`src/rtl/if_scratch_read_ctrl.sv`:
```
// Purpose: walks one resident IF row as sliding windows and issues scratchpad read addresses.
// Latency: the address is valid in the cycle after the row is latched; full_done follows the last accepted read by one cycle.
// Backpressure: rd_ready=0 freezes the address, the window flags and all counters until the PE accepts.
module if_scratch_read_ctrl #(
   parameter int ADDR_LEN      = 4,
   parameter int SCRATCH_DEPTH = 16,
   parameter int FILT_W        = 4
) (
   input  logic                clk,
   input  logic                rst,
   input  logic                start,
   input  logic [ADDR_LEN-1:0] start_IF,
   input  logic [ADDR_LEN-1:0] end_IF,
   input  logic                IF_end_valid,
   input  logic [FILT_W-1:0]   filt_len,
   input  logic [FILT_W-1:0]   stride,
   input  logic                rd_ready,
   output logic [ADDR_LEN-1:0] IF_raddr,
   output logic                rd_valid,
   output logic                win_first,
   output logic                win_last,
   output logic                full_done,
   output logic                busy
);

   // Row length needs one extra bit so a full-buffer row (DEPTH entries) fits.
   localparam int LW = ADDR_LEN + 1;
   // Address sum base+o+k stays below 2*DEPTH; two extra bits give headroom.
   localparam int AW = ADDR_LEN + 2;
   // Comparison width covering o+S+F against row_len without overflow.
   localparam int CW = ((ADDR_LEN > FILT_W) ? ADDR_LEN : FILT_W) + 3;

   localparam logic [LW-1:0] DEPTH_L = LW'(SCRATCH_DEPTH);
   localparam logic [AW-1:0] DEPTH_A = AW'(SCRATCH_DEPTH);

   typedef enum logic [2:0] {
      S_IDLE     = 3'd0,
      S_WAIT_ROW = 3'd1,
      S_READ     = 3'd2,
      S_DONE     = 3'd3,
      S_SETTLE   = 3'd4
   } state_t;

   state_t state;
   state_t state_nxt;

   // Row geometry latched in WAIT_ROW; later input changes are ignored.
   logic [ADDR_LEN-1:0] row_base;
   logic [LW-1:0]       row_len;
   logic [FILT_W-1:0]   filt_q;
   logic [FILT_W-1:0]   stride_q;

   // Window offset (o) and tap index (k) within the current window.
   logic [LW-1:0]       win_o;
   logic [FILT_W-1:0]   tap_k;

   // Candidate geometry derived from the live inputs.
   logic [LW-1:0]       span_diff;
   logic [LW-1:0]       span_mod;
   logic [LW-1:0]       row_len_new;
   logic [FILT_W-1:0]   filt_new;
   logic [FILT_W-1:0]   stride_new;
   logic                row_too_short;

   // Per-cycle READ decisions.
   logic                last_tap;
   logic                next_fits;
   logic                accept;
   logic [AW-1:0]       addr_sum;
   logic [AW-1:0]       addr_mod;

   // A negative difference means the row wraps past DEPTH-1; add DEPTH back.
   assign span_diff     = {1'b0, end_IF} - {1'b0, start_IF};
   assign span_mod      = span_diff[ADDR_LEN] ? (span_diff + DEPTH_L) : span_diff;
   assign row_len_new   = span_mod + LW'(1);
   assign filt_new      = (filt_len == '0) ? FILT_W'(1) : filt_len;
   assign stride_new    = (stride == '0) ? FILT_W'(1) : stride;
   assign row_too_short = CW'(filt_new) > CW'(row_len_new);

   assign last_tap  = (tap_k == (filt_q - FILT_W'(1)));
   assign next_fits = (CW'(win_o) + CW'(stride_q) + CW'(filt_q)) <= CW'(row_len);
   assign accept    = (state == S_READ) && rd_ready;

   // o+k never exceeds DEPTH-1 and base < DEPTH, so one conditional subtract wraps.
   assign addr_sum = AW'(row_base) + AW'(win_o) + AW'(tap_k);
   assign addr_mod = (addr_sum >= DEPTH_A) ? (addr_sum - DEPTH_A) : addr_sum;

   // State register.
   always_ff @(posedge clk or negedge rst) begin
      if (!rst) begin
         state <= S_IDLE;
      end else begin
         state <= state_nxt;
      end
   end

   // Next-state and output decode; start overrides every state.
   always_comb begin
      state_nxt = state;
      rd_valid  = 1'b0;
      IF_raddr  = '0;
      win_first = 1'b0;
      win_last  = 1'b0;
      full_done = 1'b0;
      busy      = (state != S_IDLE);

      if (start) begin
         state_nxt = S_IDLE;
      end else begin
         case (state)
            S_IDLE: begin
               state_nxt = S_WAIT_ROW;
            end
            S_WAIT_ROW: begin
               if (IF_end_valid) begin
                  state_nxt = row_too_short ? S_DONE : S_READ;
               end
            end
            S_READ: begin
               if (accept && last_tap && !next_fits) begin
                  state_nxt = S_DONE;
               end
            end
            S_DONE: begin
               state_nxt = S_SETTLE;
            end
            S_SETTLE: begin
               state_nxt = S_WAIT_ROW;
            end
            default: begin
               state_nxt = S_IDLE;
            end
         endcase
      end

      if (state == S_READ) begin
         rd_valid  = 1'b1;
         IF_raddr  = addr_mod[ADDR_LEN-1:0];
         win_first = (tap_k == '0);
         win_last  = last_tap;
      end

      // A restart landing on the DONE cycle suppresses the release pulse.
      full_done = (state == S_DONE) && !start;
   end

   // Row latch and window/tap counters.
   always_ff @(posedge clk or negedge rst) begin
      if (!rst) begin
         row_base <= '0;
         row_len  <= '0;
         filt_q   <= '0;
         stride_q <= '0;
         win_o    <= '0;
         tap_k    <= '0;
      end else if (start) begin
         row_base <= '0;
         row_len  <= '0;
         filt_q   <= '0;
         stride_q <= '0;
         win_o    <= '0;
         tap_k    <= '0;
      end else begin
         case (state)
            S_WAIT_ROW: begin
               if (IF_end_valid) begin
                  row_base <= start_IF;
                  row_len  <= row_len_new;
                  filt_q   <= filt_new;
                  stride_q <= stride_new;
                  win_o    <= '0;
                  tap_k    <= '0;
               end
            end
            S_READ: begin
               if (rd_ready) begin
                  if (!last_tap) begin
                     tap_k <= tap_k + FILT_W'(1);
                  end else begin
                     tap_k <= '0;
                     if (next_fits) begin
                        win_o <= win_o + LW'(stride_q);
                     end
                  end
               end
            end
            default: begin
            end
         endcase
      end
   end

   // A stalled read must present the same address again on the next cycle.
   a_stall_stable: assert property (@(posedge clk) disable iff (!rst)
      (rd_valid && !rd_ready && !start) |=> (rd_valid && $stable(IF_raddr)));

   // The row-release pulse is never wider than one cycle.
   a_done_single: assert property (@(posedge clk) disable iff (!rst)
      full_done |=> !full_done);

   // Reads are only ever issued while the controller is active.
   a_read_busy: assert property (@(posedge clk) disable iff (!rst)
      rd_valid |-> busy);

endmodule

```
`config.mk`:
```
export PLATFORM = sky130hd
export DESIGN_NAME = if_scratch_read_ctrl
export DESIGN_NICKNAME = d
export VERILOG_FILES = /design/src/rtl/if_scratch_read_ctrl.sv
export SDC_FILE = /design/constraint.sdc
export NUM_CORES = 1
export LEC_CHECK = 0
export ABC_CLOCK_PERIOD_IN_PS = 3200
export BUFFER_PORTS_ARGS = -buffer_cell sky130_fd_sc_hd__buf_2
export CORE_ASPECT_RATIO = 0.8
export CORE_UTILIZATION = 29
export CTS_CLUSTER_SIZE = 24
export DETAILED_ROUTE_END_ITERATION = 10
export GPL_TIMING_DRIVEN = 0
export SLEW_MARGIN = 20
export SYNTH_ARGS = -nofsm -noshare
export SYNTH_HDL_FRONTEND = slang
export SYNTH_SLANG_ARGS = --single-unit
```
`constraint.sdc`:
```
create_clock -name clk -period 3.2 [get_ports clk]
set_input_delay 0.48 -clock clk [delete_from_list [all_inputs] [get_ports clk]]
set_output_delay 0.48 -clock clk [all_outputs]
set_load 0.02 [all_outputs]
```
======== Yosys cells after proc, flatten, opt, wreduce, memory -nomap -nowiden ========
Index checks and enable logic that the tools add are counted.
W data, S select, Z words.
operators by class
  muxes and demuxes ....................... 36
  magnitude comparators ................... 3
  eq/ne operators ......................... 10
  add/sub/neg operators ................... 11
  reduce and logical (&&, ||, !) cells .... 19
operators by type and width
  cell                   count
  $mux W4                17
  $mux W5                9
  $logic_not A4 Y1       3
  $ne A3 B3 Y1 const B   4
  $pmux W3 S4            1
  $pmux W5 S2            1
  $mux W3                3
  $pmux W4 S2            1
  $sub A4 B1 Y4 const B  2
  $add A6 B4 Y7          1
  $le A7 B5 Y1           1
  $add A4 B5 Y6          1
  $add A5 B4 Y6          1
  $add A6 B4 Y6          1
  $eq A3 B2 Y1 const B   2
  $ge A6 B5 Y1 const B   1
  $reduce_bool A3 Y1     2
  $add A5 B1 Y5 const B  1
  $add A5 B4 Y5          1
  $add A5 B5 Y5 const B  1
  $gt A4 B5 Y1           1
  $reduce_and A5 Y1      1
  $sub A4 B4 Y5          1
  $add A4 B1 Y4 const B  1
  other kinds (12)       21
word-level totals
  word-level logic and storage cells ...... 86
  input port bits ......................... 21
  register bits after elaboration ......... 29
  output and inout bits ................... 9

======== Longest topological paths before layout ========
  depth after elaboration ................. 9
  depth in mapped cells ................... 14

======== Least setup slack after synthesis ========
Ideal clock, no wire load.
  path kind ............................... register to register
  start ................................... register win_o[1]
  end ..................................... register state[0]
  required time ........................... 3080 ps
  slack ................................... 249 ps
  cell stages (with the launch flop) ...... 15
  arrival ................................. 2831 ps
  cells stage by stage .................... dfrtp_1 inv_1 fa_1 inv_1 ha_1 inv_1 fa_1 xnor2_1 ha_1 a21o_1 a21oi_1 a32oi_1 nor3_1 a211oi_1 a31o_2
on the way
  cells in the longest elaborated chain, start to end .. 7
ends and longest elaborated chain
  what                         line  RTL
  from (decl)                  54    logic [LW-1:0] win_o;
  from (signal assigned)       182   win_o <= win_o + LW'(stride_q);
  $add A5 B4 Y6                81    assign next_fits = (CW'(win_o) + CW'(stride_q) + CW'(filt_q)) <= CW'(row_len);
  $add A6 B4 Y7                81
  $le A7 B5 Y1                 81
  $logic_not A1 Y1             120   if (accept && last_tap && !next_fits) begin
  $logic_and A1 B1 Y1          120
  $ne A3 B2 Y1 (no line)       --
  $reduce_and A2 Y1 (no line)  --
  to (signal assigned)         93    state <= state_nxt;
  to (decl)                    44    state_t state;
Every way passes these cells.
A chain may end at the register's enable or synchronous reset.

======== Final worst setup path ========
  start ................................... register filt_q[1]
  end ..................................... register win_o[3]
on the way
  cells in the longest elaborated chain, start to end .. 4
  elaborated cells between the ends (all ways) .. 7
ends and longest elaborated chain
  what                                                   line    RTL
  from (decl)                                            50      logic [FILT_W-1:0] filt_q;
  from (signal assigned)                                 169     filt_q <= filt_new;
  $add A6 B4 Y7 / $sub A4 B1 Y4 (equally long branches)  81, 80
  $le A7 B5 Y1 / $eq A4 B4 Y1 (equally long branches)    81, 80
  $ne A3 B3 Y1 (no line)                                 --
  $reduce_and A5 Y1 (no line) *                          --
Every way passes the cells marked *; elsewhere a longest branch is shown, timed or not.

==> out/metrics.csv <==
metric,value,unit
CP required,3.37,ns
post-layout min period,3.144,ns
# Max-Cap Violations,0,
period utilisation layout,0.9824,
wire length on met3,227,um
area grow syn2layout,21.32,%
post-DR vias/cell,4.683,
Initial Utilization,0.3010,
# DRC,0,
clk root buf,clkbuf_8,
gpl congestion,0.8238,
Syn. warnings,0,
largest net degree at the start of global routing,30,
first-pass GRT wire length,8252,um
highest clock rate,318.1,MHz
Leak Pwr,1.340,nW
"Arr. time, crit path",3.31,ns
vias,1775,
final slew viol count,0,
largest fanout on the critical path,4,
"Async S/R FF share, synth",1.000,
"Avg Cell Area, Syn",9.637,um2
CTS Buffer Depth,2,
Worst Skew,0.004320,ns
sequential share of the synthesized area,0.3246,
Power Density,428.2,nW/um2
die span in y,80.54,um
CTS sink cnt,29,
Power Total,1.161,mW
die width,100.2,um
GRT Overall Usage,0.1349,
Worst-Skew Late Latency,0.28,ns
Top Metal Used,met4,
CTS tree,built,
TritonRoute pass-1 iters,4,
"most common cell after layout, fill and taps aside",buf_2,
IO buf count,29,
Gate Count Post-Synth,232,
clock-pin slew on the worst setup and hold paths,0.07,ns
num ports,30,
final wirelength,4932,um
Met2 Wirelength,2123,um
htree depth,2,
Post-Syn Area,2236,um2
wl on met1,2538,um
worst vdd ir,0.1729,mV
vias in the first global route,1680,
CP endpoint kind,flip-flop,
Post-synth EDFFs,0,
library cells used by synthesis,41,
FF-to-FF path depth,14,
Worst slew margin,0.5247,
endpoints failing setup,0,
setup TNS,0,ns
Worst Max-Slew Pin Slew,0.7103,ns
flop2flop setup slack,0.06,ns
share of layout cells above drive strength 1,0.2591,
CTS buffer count,5,
"Net Count, Synth",289,
routed length per instance,13.01,um
Worst Hold Class,in2async,
Fin. Hold Viols,0,
fill cell count,789,
class of the most critical setup path,reg2reg,
Startpoint Class,flip-flop,
total grt overflow,0,
register bit total from synthesis,29,
# rows,28,
"commonest cells after routing, fill and taps aside","buf_2, dfrtp_1, ha_1, inv_1, nand2_1",
DP HPWL,3907,um
RSZ-0062 raised after global routing,true,
nets,330,
initial antenna violation count,0,
die area,8067,um2
main flop type after synthesis,dfrtp_1,
core outline area,7427,um2
Iter 0 DRT Violations,65,
Routed Antenna Nets,0,
Ant. Diodes,0,
outcome,completed,
## layout make-up
cell class	count	area, um2	area share
Buffer	5	21.27	0.007841
Clock inverter	3	17.52	0.006458
Multi-Input combinational cell	172	1461	0.5387
Inverter	26	100.1	0.03690
Tap cell	105	131.4	0.04843
Clock buffer	5	68.82	0.02537
Timing Repair Buffer	34	185.2	0.06827
Sequential cell	29	726.9	0.2680
## cell families (layout without fill, tap and decap cells)
family	after synthesis	count (layout)	share of synthesized area
AO/OA/AOI/OAI	52	52	0.1573
adder cells (fa/ha/maj)	36	36	0.2384
buffers and inverters	31	73	0.05316
flip-flops	29	29	0.3246
XOR/XNOR	19	19	0.07443
multiplexers	1	1	0.004477
AND/OR/NAND/NOR	64	64	0.1477
## cell usage after synthesis (all sizes together) (4+ instances only)
master | number | area, um2
xnor2 | 15 | 131.4
nor3 | 5 | 25.02
fa | 11 | 220.2
nand2 | 18 | 67.56
nor2 | 10 | 37.54
ha | 25 | 312.8
a21oi | 9 | 48.80
inv | 26 | 97.59
nand2b | 7 | 43.79
nand3 | 4 | 20.02
dfrtp | 29 | 725.7
a22o | 13 | 113.9
and2 | 5 | 36.29
xor2 | 4 | 35.03
o21ai | 16 | 80.08
a21o | 4 | 31.28
## metal layers
layer | vias to the layer above | track usage
li1 | 873 | -
met1 | 852 | 0.1937
met2 | 46 | 0.2027
met3 | 4 | 0.03568
met4 | 0 | 0.02609
met5 | - | 0
## through the flow
| step | instances | worst slack, ns | hold slack [ns] | util | instance area (um2) |
|---|---|---|---|---|---|
| floorplan | 232 | 0.2488 | 0.1844 | - | 2236 |
| global placement | 366 | -0.1697 | 0.4689 | 0.3383 | 2512 |
| detailed placement | 366 | -0.2016 | 0.4794 | 0.3383 | 2512 |
| CTS | 377 | 0.006516 | 0.2526 | 0.3556 | 2641 |
| global route | 379 | -0.1082 | 0.2839 | 0.3652 | 2713 |
| finish | 379 | 0.05620 | 0.2381 | 0.3652 | 2713 |
## timing repair
| item | in CTS | in global routing |
|---|---|---|
| setup buffers | 3 | 2 |
| pin swaps | 3 | 10 |
| gates resized for setup | 7 | 16 |
| hold buffers | 0 | 0 |
| endpoints found under the setup margin | 6 | 7 |
## critical path, stage by stage (launching register included)
cell and delay [ns]:
dfrtp_1 0.38, inv_2 0.06, fa_1 0.48, inv_1 0.08, ha_2 0.18, inv_2 0.04, fa_2 0.36, xnor2_2 0.15
ha_1 0.30, and3_4 0.20, o21ai_2 0.05, a32oi_2 0.29, nor3_4 0.08, and2_4 0.18, a22o_1 0.19
## state kept, by name (all words and copies together) (netlist names)
| name | count |
|---|---|
| row_len | 5 |
| win_o | 5 |
| filt_q | 4 |
| row_base | 4 |
| stride_q | 4 |
| tap_k | 4 |
| state | 3 |
## final timing paths
path | startpoint | to
worst max register to register | filt_q[1] | win_o[3]
max in group asynchronous | rst | win_o[1]
worst max-delay path | filt_q[1] | win_o[3]
min in group clk | stride[2] | stride_q[2]
worst min register to register | row_len[1] | row_len[1]
worst min-delay path | rst | tap_k[2]
## power by group
part           total [mW]  switching, mW  leakage (nW)  internal, mW
Sequential          0.432         0.0352         0.397         0.397
Combinational       0.434          0.240         0.899         0.193
Clock               0.296          0.146        0.0439         0.150
Total                1.16          0.421          1.34         0.740
No activity file was read; power rests on OpenSTA's default activity.
